--- src/rtl/alu_16bit_if.sv ---
// Operand/command bundle feeding alu_16bit and its registered result/flag.
// No handshake: the core takes a new command every clock and answers one clock later.
interface alu_16bit_if #(
  parameter int WIDTH = 16
);
  logic [WIDTH-1:0] d1;
  logic [WIDTH-1:0] d2;
  logic             carry_in;
  logic             carry_disable;
  logic [2:0]       cmd;
  logic [WIDTH-1:0] res;
  logic             carry_out;

  modport master (
    output d1, d2, carry_in, carry_disable, cmd,
    input  res, carry_out
  );

  modport slave (
    input  d1, d2, carry_in, carry_disable, cmd,
    output res, carry_out
  );
endinterface

--- src/rtl/alu_16bit.sv ---
// ALU core: carry-lookahead add/sub/compare, right shift and bitwise ops.
// Outputs are registered, so results appear one clock after the command.
module alu_16bit #(
  parameter int WIDTH = 16
) (
  input  logic        clk,
  input  logic        rst,
  alu_16bit_if.slave  bus
);
  localparam int NG = WIDTH / 4;

  typedef enum logic [2:0] {
    CMD_ADD   = 3'd0,
    CMD_SUB   = 3'd1,
    CMD_COMP  = 3'd2,
    CMD_RSHFT = 3'd3,
    CMD_AND   = 3'd4,
    CMD_OR    = 3'd5,
    CMD_XOR   = 3'd6,
    CMD_XNOR  = 3'd7
  } cmd_e;

  logic             cin_eff;
  logic             adder_cin;
  logic [WIDTH-1:0] op_b;
  logic [WIDTH-1:0] p;
  logic [WIDTH-1:0] g;
  logic [WIDTH-1:0] bit_c;
  logic [WIDTH-1:0] sum;
  logic [NG:0]      carry;
  logic [3:0]       grp;
  logic [WIDTH-1:0] res_d, res_q;
  logic             carry_d, carry_q;

  // Returns {c4, c3, c2, c1} for one 4-bit lookahead group.
  function automatic logic [3:0] cla4(input logic [3:0] gg, input logic [3:0] pp,
                                      input logic c0);
    logic c1, c2, c3, c4;
    c1 = gg[0] | (pp[0] & c0);
    c2 = gg[1] | (pp[1] & gg[0]) | (pp[1] & pp[0] & c0);
    c3 = gg[2] | (pp[2] & gg[1]) | (pp[2] & pp[1] & gg[0]) | (pp[2] & pp[1] & pp[0] & c0);
    c4 = gg[3] | (pp[3] & gg[2]) | (pp[3] & pp[2] & gg[1]) | (pp[3] & pp[2] & pp[1] & gg[0])
       | (pp[3] & pp[2] & pp[1] & pp[0] & c0);
    return {c4, c3, c2, c1};
  endfunction

  assign cin_eff = bus.carry_in & ~bus.carry_disable;

  // SUB is d1 + ~d2 + 1 and COMP is d1 + ~d2, so both share the adder.
  always_comb begin
    op_b      = bus.d2;
    adder_cin = cin_eff;
    if (bus.cmd == CMD_SUB) begin
      op_b      = ~bus.d2;
      adder_cin = 1'b1;
    end else if (bus.cmd == CMD_COMP) begin
      op_b      = ~bus.d2;
      adder_cin = 1'b0;
    end
  end

  assign p = bus.d1 ^ op_b;
  assign g = bus.d1 & op_b;

  always_comb begin
    carry    = '0;
    bit_c    = '0;
    grp      = '0;
    carry[0] = adder_cin;
    for (int k = 0; k < NG; k++) begin
      grp              = cla4(g[4*k +: 4], p[4*k +: 4], carry[k]);
      bit_c[4*k]       = carry[k];
      bit_c[4*k+1 +: 3] = grp[2:0];
      carry[k+1]       = grp[3];
    end
  end

  assign sum = p ^ bit_c;

  always_comb begin
    res_d   = '0;
    carry_d = 1'b0;
    case (cmd_e'(bus.cmd))
      CMD_ADD, CMD_SUB, CMD_COMP: begin
        res_d   = sum;
        carry_d = carry[NG];
      end
      CMD_RSHFT: begin
        res_d   = {cin_eff, bus.d2[WIDTH-1:1]};
        carry_d = bus.d2[0];
      end
      CMD_AND:  res_d = bus.d1 & bus.d2;
      CMD_OR:   res_d = bus.d1 | bus.d2;
      CMD_XOR:  res_d = bus.d1 ^ bus.d2;
      CMD_XNOR: res_d = ~(bus.d1 ^ bus.d2);
      default: begin
        res_d   = '0;
        carry_d = 1'b0;
      end
    endcase
  end

  always_ff @(posedge clk or posedge rst) begin
    if (rst) begin
      res_q   <= '0;
      carry_q <= 1'b0;
    end else begin
      res_q   <= res_d;
      carry_q <= carry_d;
    end
  end

  assign bus.res       = res_q;
  assign bus.carry_out = carry_q;
endmodule

--- src/flat_wrapper.sv ---
// flat-port wrapper written by rule: the top's interface ports become plain ports
module alu_16bit_flat 
#(
  parameter int WIDTH = 16
)
  (clk, rst, bus_d1, bus_d2, bus_carry_in, bus_carry_disable, bus_cmd, bus_res, bus_carry_out);
  alu_16bit_if #(.WIDTH(WIDTH)) bus_i ();
  input  logic clk;
  input  logic rst;
  input wire logic [$bits(bus_i.d1)-1:0] bus_d1;
  input wire logic [$bits(bus_i.d2)-1:0] bus_d2;
  input wire logic [$bits(bus_i.carry_in)-1:0] bus_carry_in;
  input wire logic [$bits(bus_i.carry_disable)-1:0] bus_carry_disable;
  input wire logic [$bits(bus_i.cmd)-1:0] bus_cmd;
  output wire logic [$bits(bus_i.res)-1:0] bus_res;
  output wire logic [$bits(bus_i.carry_out)-1:0] bus_carry_out;
  assign bus_i.d1 = bus_d1;
  assign bus_i.d2 = bus_d2;
  assign bus_i.carry_in = bus_carry_in;
  assign bus_i.carry_disable = bus_carry_disable;
  assign bus_i.cmd = bus_cmd;
  assign bus_res = bus_i.res;
  assign bus_carry_out = bus_i.carry_out;
  alu_16bit #(.WIDTH(WIDTH)) u_core (.clk(clk), .rst(rst), .bus(bus_i));
endmodule
--- config.mk ---
export PLATFORM = sky130hd
export DESIGN_NAME = alu_16bit_flat
export DESIGN_NICKNAME = d
export VERILOG_FILES = /design/src/rtl/alu_16bit_if.sv /design/src/rtl/alu_16bit.sv /design/src/flat_wrapper.sv
export SDC_FILE = /design/constraint.sdc
export NUM_CORES = 1
export LEC_CHECK = 0
export ABC_AREA = 0
export BUFFER_PORTS_ARGS = -buffer_cell sky130_fd_sc_hd__buf_4
export CAP_MARGIN = 10
export CELL_PAD_IN_SITES_DETAIL_PLACEMENT = 0
export CELL_PAD_IN_SITES_GLOBAL_PLACEMENT = 1
export CORE_UTILIZATION = 44
export DETAILED_ROUTE_END_ITERATION = 7
export GPL_TIMING_DRIVEN = 0
export PLACE_DENSITY_LB_ADDON = 0.1
export SETUP_SLACK_MARGIN = 0.5
export SLEW_MARGIN = 5
export SYNTH_ARGS = -nofsm -noshare
export SYNTH_HDL_FRONTEND = slang
export SYNTH_SLANG_ARGS = --single-unit
--- constraint.sdc ---
create_clock -name clk -period 0.8 [get_ports clk]
set_input_delay 0.04 -clock clk [delete_from_list [all_inputs] [get_ports clk]]
set_output_delay 0.04 -clock clk [all_outputs]
set_load 0.02 [all_outputs]
==> run_results.csv <==
group,metric,value,unit
logic_synthesis,synth_top_family_by_area,"adder cells",
sta,period_share,3.55,
cells_and_area,seq_area,425,µm²
logic_synthesis,syn_area,2690,µm²
routing,wl,7680,µm
sta,relSlewSlack,0.546,
logic_synthesis,ys_seq_area_frac,0.158,
sta,setup_tns,-24.88,ns
run_status,violations,"negative hold slack, negative setup slack",
sta,timing.final.crit_period,2.84,ns
sta,fin_ws,-2.04,ns
critical_path,crit_required,0.92,ns
die,num_rows,28,
clock_network,cts-root-buf,"clkbuf_8",
clock_network,cts_tree,"built",
cells_and_area,n_antenna_cell,0,
critical_path,critPathMaxStageDelay,0.52,ns
cells_and_area,fillCellCount,548,
die,core,5920,µm²
global_routing,grt.overflow.total,0,
critical_path,path_buf_inv,4,
logic_synthesis,synthMuxAreaShare,0.0795,
run_status,status,"finished, violations left",
routing,wl_per_cell,15.9,µm
cells_and_area,final_common_cell,"buf_4",
die,initial_utilization,0.455,
logic_synthesis,synth.distinct_cells,49,
logic_synthesis,yosys_warnings,0,
global_routing,antenna_found_initial,0,
logic_synthesis,syn_nets,427,
logic_synthesis,synthXorXnorAreaFrac,0.0813,
routing,via_count,2639,
routing,drt-initial-drc-count,111,
routing,ant_nets,0,
cells_and_area,final_cell_mix,"49 x buf_4, 47 x ha_1, 46 x inv_1",
clock_network,htree_levels,1,
cells_and_area,fin_area,3640,µm²
placed_design,portBuffers,53,
sta,maxSlewViolCount,0,
logic_synthesis,ys_ff_latch,17,
logic_synthesis,synth_area_per_cell,8.01,µm²
critical_path,crit_top_cell,"buf_12",
die,die_w,80.2,µm
sta,worst_pin_slew,0.681,ns
logic_synthesis,synth-simple-area-share,0.136,
sta,hold_slack,-0.216,ns
critical_path,crit_family,"adder cells",
critical_path,path_cells,"buf_12 > buf_8 > xnor2_4 > nor2_4 > buf_12 > xnor2_2 > ha_1 > and4_1 > o211ai_1 > and3_4 > o31a_4 > buf_4 > fa_2 > nor2_1 > a211oi_1 > a21oi_1",
routing,vias_per_cell,5.46,
logic_synthesis,synthAdderAreaFrac,0.253,
critical_path,cp-start-kind,"primary input",
die,io-pin-count,56,
critical_path,cp_slowest_cell,"fa_2",
sta,max_freq,352,MHz
die,chipHeight,80.2,µm
logic_synthesis,syn_inst,336,
global_routing,grt_pass1_vias,2482,
placed_design,placed_area,3270,µm²
routing,drc,0,
logic_synthesis,synth_edf_count,0,
sta,setup_violations,27,
critical_path,crit_type,"in -> reg",
power,peakVddDrop,889,µV
global_routing,track_usage,0.251,
clock_network,cts.path.max_buffers,2,
clock_network,numCtsBuffers,3,
flow_run,cap_viol_max_count,0,
sta,hold_viol_final,17,
die,dieArea,6440,µm²
sta,rsz0062_at_grt,"yes",
critical_path,worstPathArrival,2.96,ns
clock_network,clk_pin_slew,0.08,ns
power,power_density,1370,nW/µm²
cells_and_area,syn2layout_area_growth,35.0,%
critical_path,cp_max_fo,7,
logic_synthesis,synth-compound-area-share,0.205,
clock_network,clock_sinks,17,
placed_design,globalplace.congestion,0.862,
power,leakage,1.80,nW
logic_synthesis,ys.flop_type,"dfrtp_1",
global_routing,grt_max_degree,18,
cells_and_area,multi_input_area,2190,µm²
critical_path,end_kind,"register",
global_routing,grt_pass1_wl,12300,µm
logic_synthesis,async_flop_share,1.00,
routing,drtPass1Iterations,4,
placed_design,dp_hpwl,5740,µm
cells_and_area,drive_gt1_frac,0.267,
hold_path,hp-class,"in -> async",
cells_and_area,final_core_util,0.614,
cells_and_area,fin_nets,500,
-- Yosys cell counts (2+ instances only) --
cell | n | area [µm²]
mux2i_1 | 18 | 180
a221oi_1 | 2 | 17.5
and2_1 | 2 | 12.5
clkbuf_1 | 7 | 26.3
a21o_1 | 3 | 22.5
a22oi_1 | 2 | 15.0
o211ai_1 | 8 | 60.1
dfrtp_1 | 17 | 425
nor2_2 | 2 | 12.5
nand2_1 | 27 | 101
xnor2_1 | 20 | 175
o22ai_1 | 4 | 25.0
a211oi_1 | 5 | 37.5
xor2_1 | 5 | 43.8
nand3_1 | 4 | 20.0
mux2_2 | 3 | 33.8
and4_1 | 2 | 17.5
a21oi_1 | 22 | 110
nor3b_1 | 3 | 22.5
ha_1 | 48 | 601
nor2_1 | 19 | 71.3
fa_1 | 4 | 80.1
o21ai_0 | 12 | 60.1
o21ai_1 | 11 | 55.1
nand2b_1 | 5 | 31.3
buf_2 | 3 | 15.0
inv_1 | 47 | 176
nor3_1 | 5 | 25.0
o2111ai_1 | 2 | 17.5
a31oi_1 | 3 | 18.8
buf_1 | 3 | 11.3
-- layout make-up --
cell class,count,share of cell area
Buffer,14,0.0327
Clock buffer,4,0.0124
Multi-Input combinational cell,258,0.603
Inverter,47,0.0496
Timing Repair Buffer,68,0.160
Tap cell,75,0.0258
Sequential cell,17,0.117
-- power by group --
| part | internal, W | switching (W) |
|---|---|---|
| combinational | 0.00155 | 0.00163 |
| clock | 0.000355 | 0.000338 |
| sequential | 0.00103 | 0.0000822 |
-- cell families after synthesis --
logic type / Yosys count
compound gates: 85
xor+xnor: 25
fa+ha+maj: 52
buf+inv: 61
flops: 17
mux: 21
simple gates: 75
-- metal layers --
layer / wire [µm] / track usage / vias up / part of all wire
li1: - / - / 1310 / -
met1: 3660 / 0.342 / 1254 / 0.48
met2: 3640 / 0.432 / 67 / 0.47
met3: 344 / 0.0352 / 8 / 0.045
met4: 45 / 0.0214 / 0 / 0.0059
met5: 0 / 0 / - / 0
-- sequential cells by signal, summed over array words and instances, names as in the netlist --
name and flops:
u_core.bus.res 16, u_core.bus.carry_out 1
-- worst paths after layout --
check / startpoint / slack (ns) / cells past startpoint / end
min: rst / -0.22 / 2 / u_core.bus.res[2]
max: bus_cmd[1] / -2.04 / 16 / u_core.bus.res[8]
max in group asynchronous: rst / 0.74 / 2 / u_core.bus.res[9]
min in group clk: bus_d2[6] / 0.08 / 3 / u_core.bus.res[5]
-- stage by stage --
| step | setup slack [ns] | total power [W] | instances | hold WS, ns |
|---|---|---|---|---|
| 2_1_floorplan | -2.40 | 0.00296 | 336 | -0.126 |
| 3_3_place_gp | -2.95 | 0.00378 | 464 | 0.0707 |
| 3_5_place_dp | -2.95 | 0.00381 | 464 | 0.0785 |
| 4_1_cts | -2.02 | 0.00488 | 481 | -0.208 |
| 5_1_grt | -2.17 | 0.00535 | 483 | -0.191 |
| 6_report | -2.04 | 0.00498 | 483 | -0.216 |
-- timing repair --
| item | CTS | global route |
|---|---|---|
| setup endpoints to repair | 34 | 34 |
| buffers inserted | 13 | 2 |
| resized for setup | 33 | 12 |
| pin swaps | 13 | 2 |
| endpoints found under the hold margin | 17 | 17 |
Note: power is estimated with default switching activity, not from simulation.
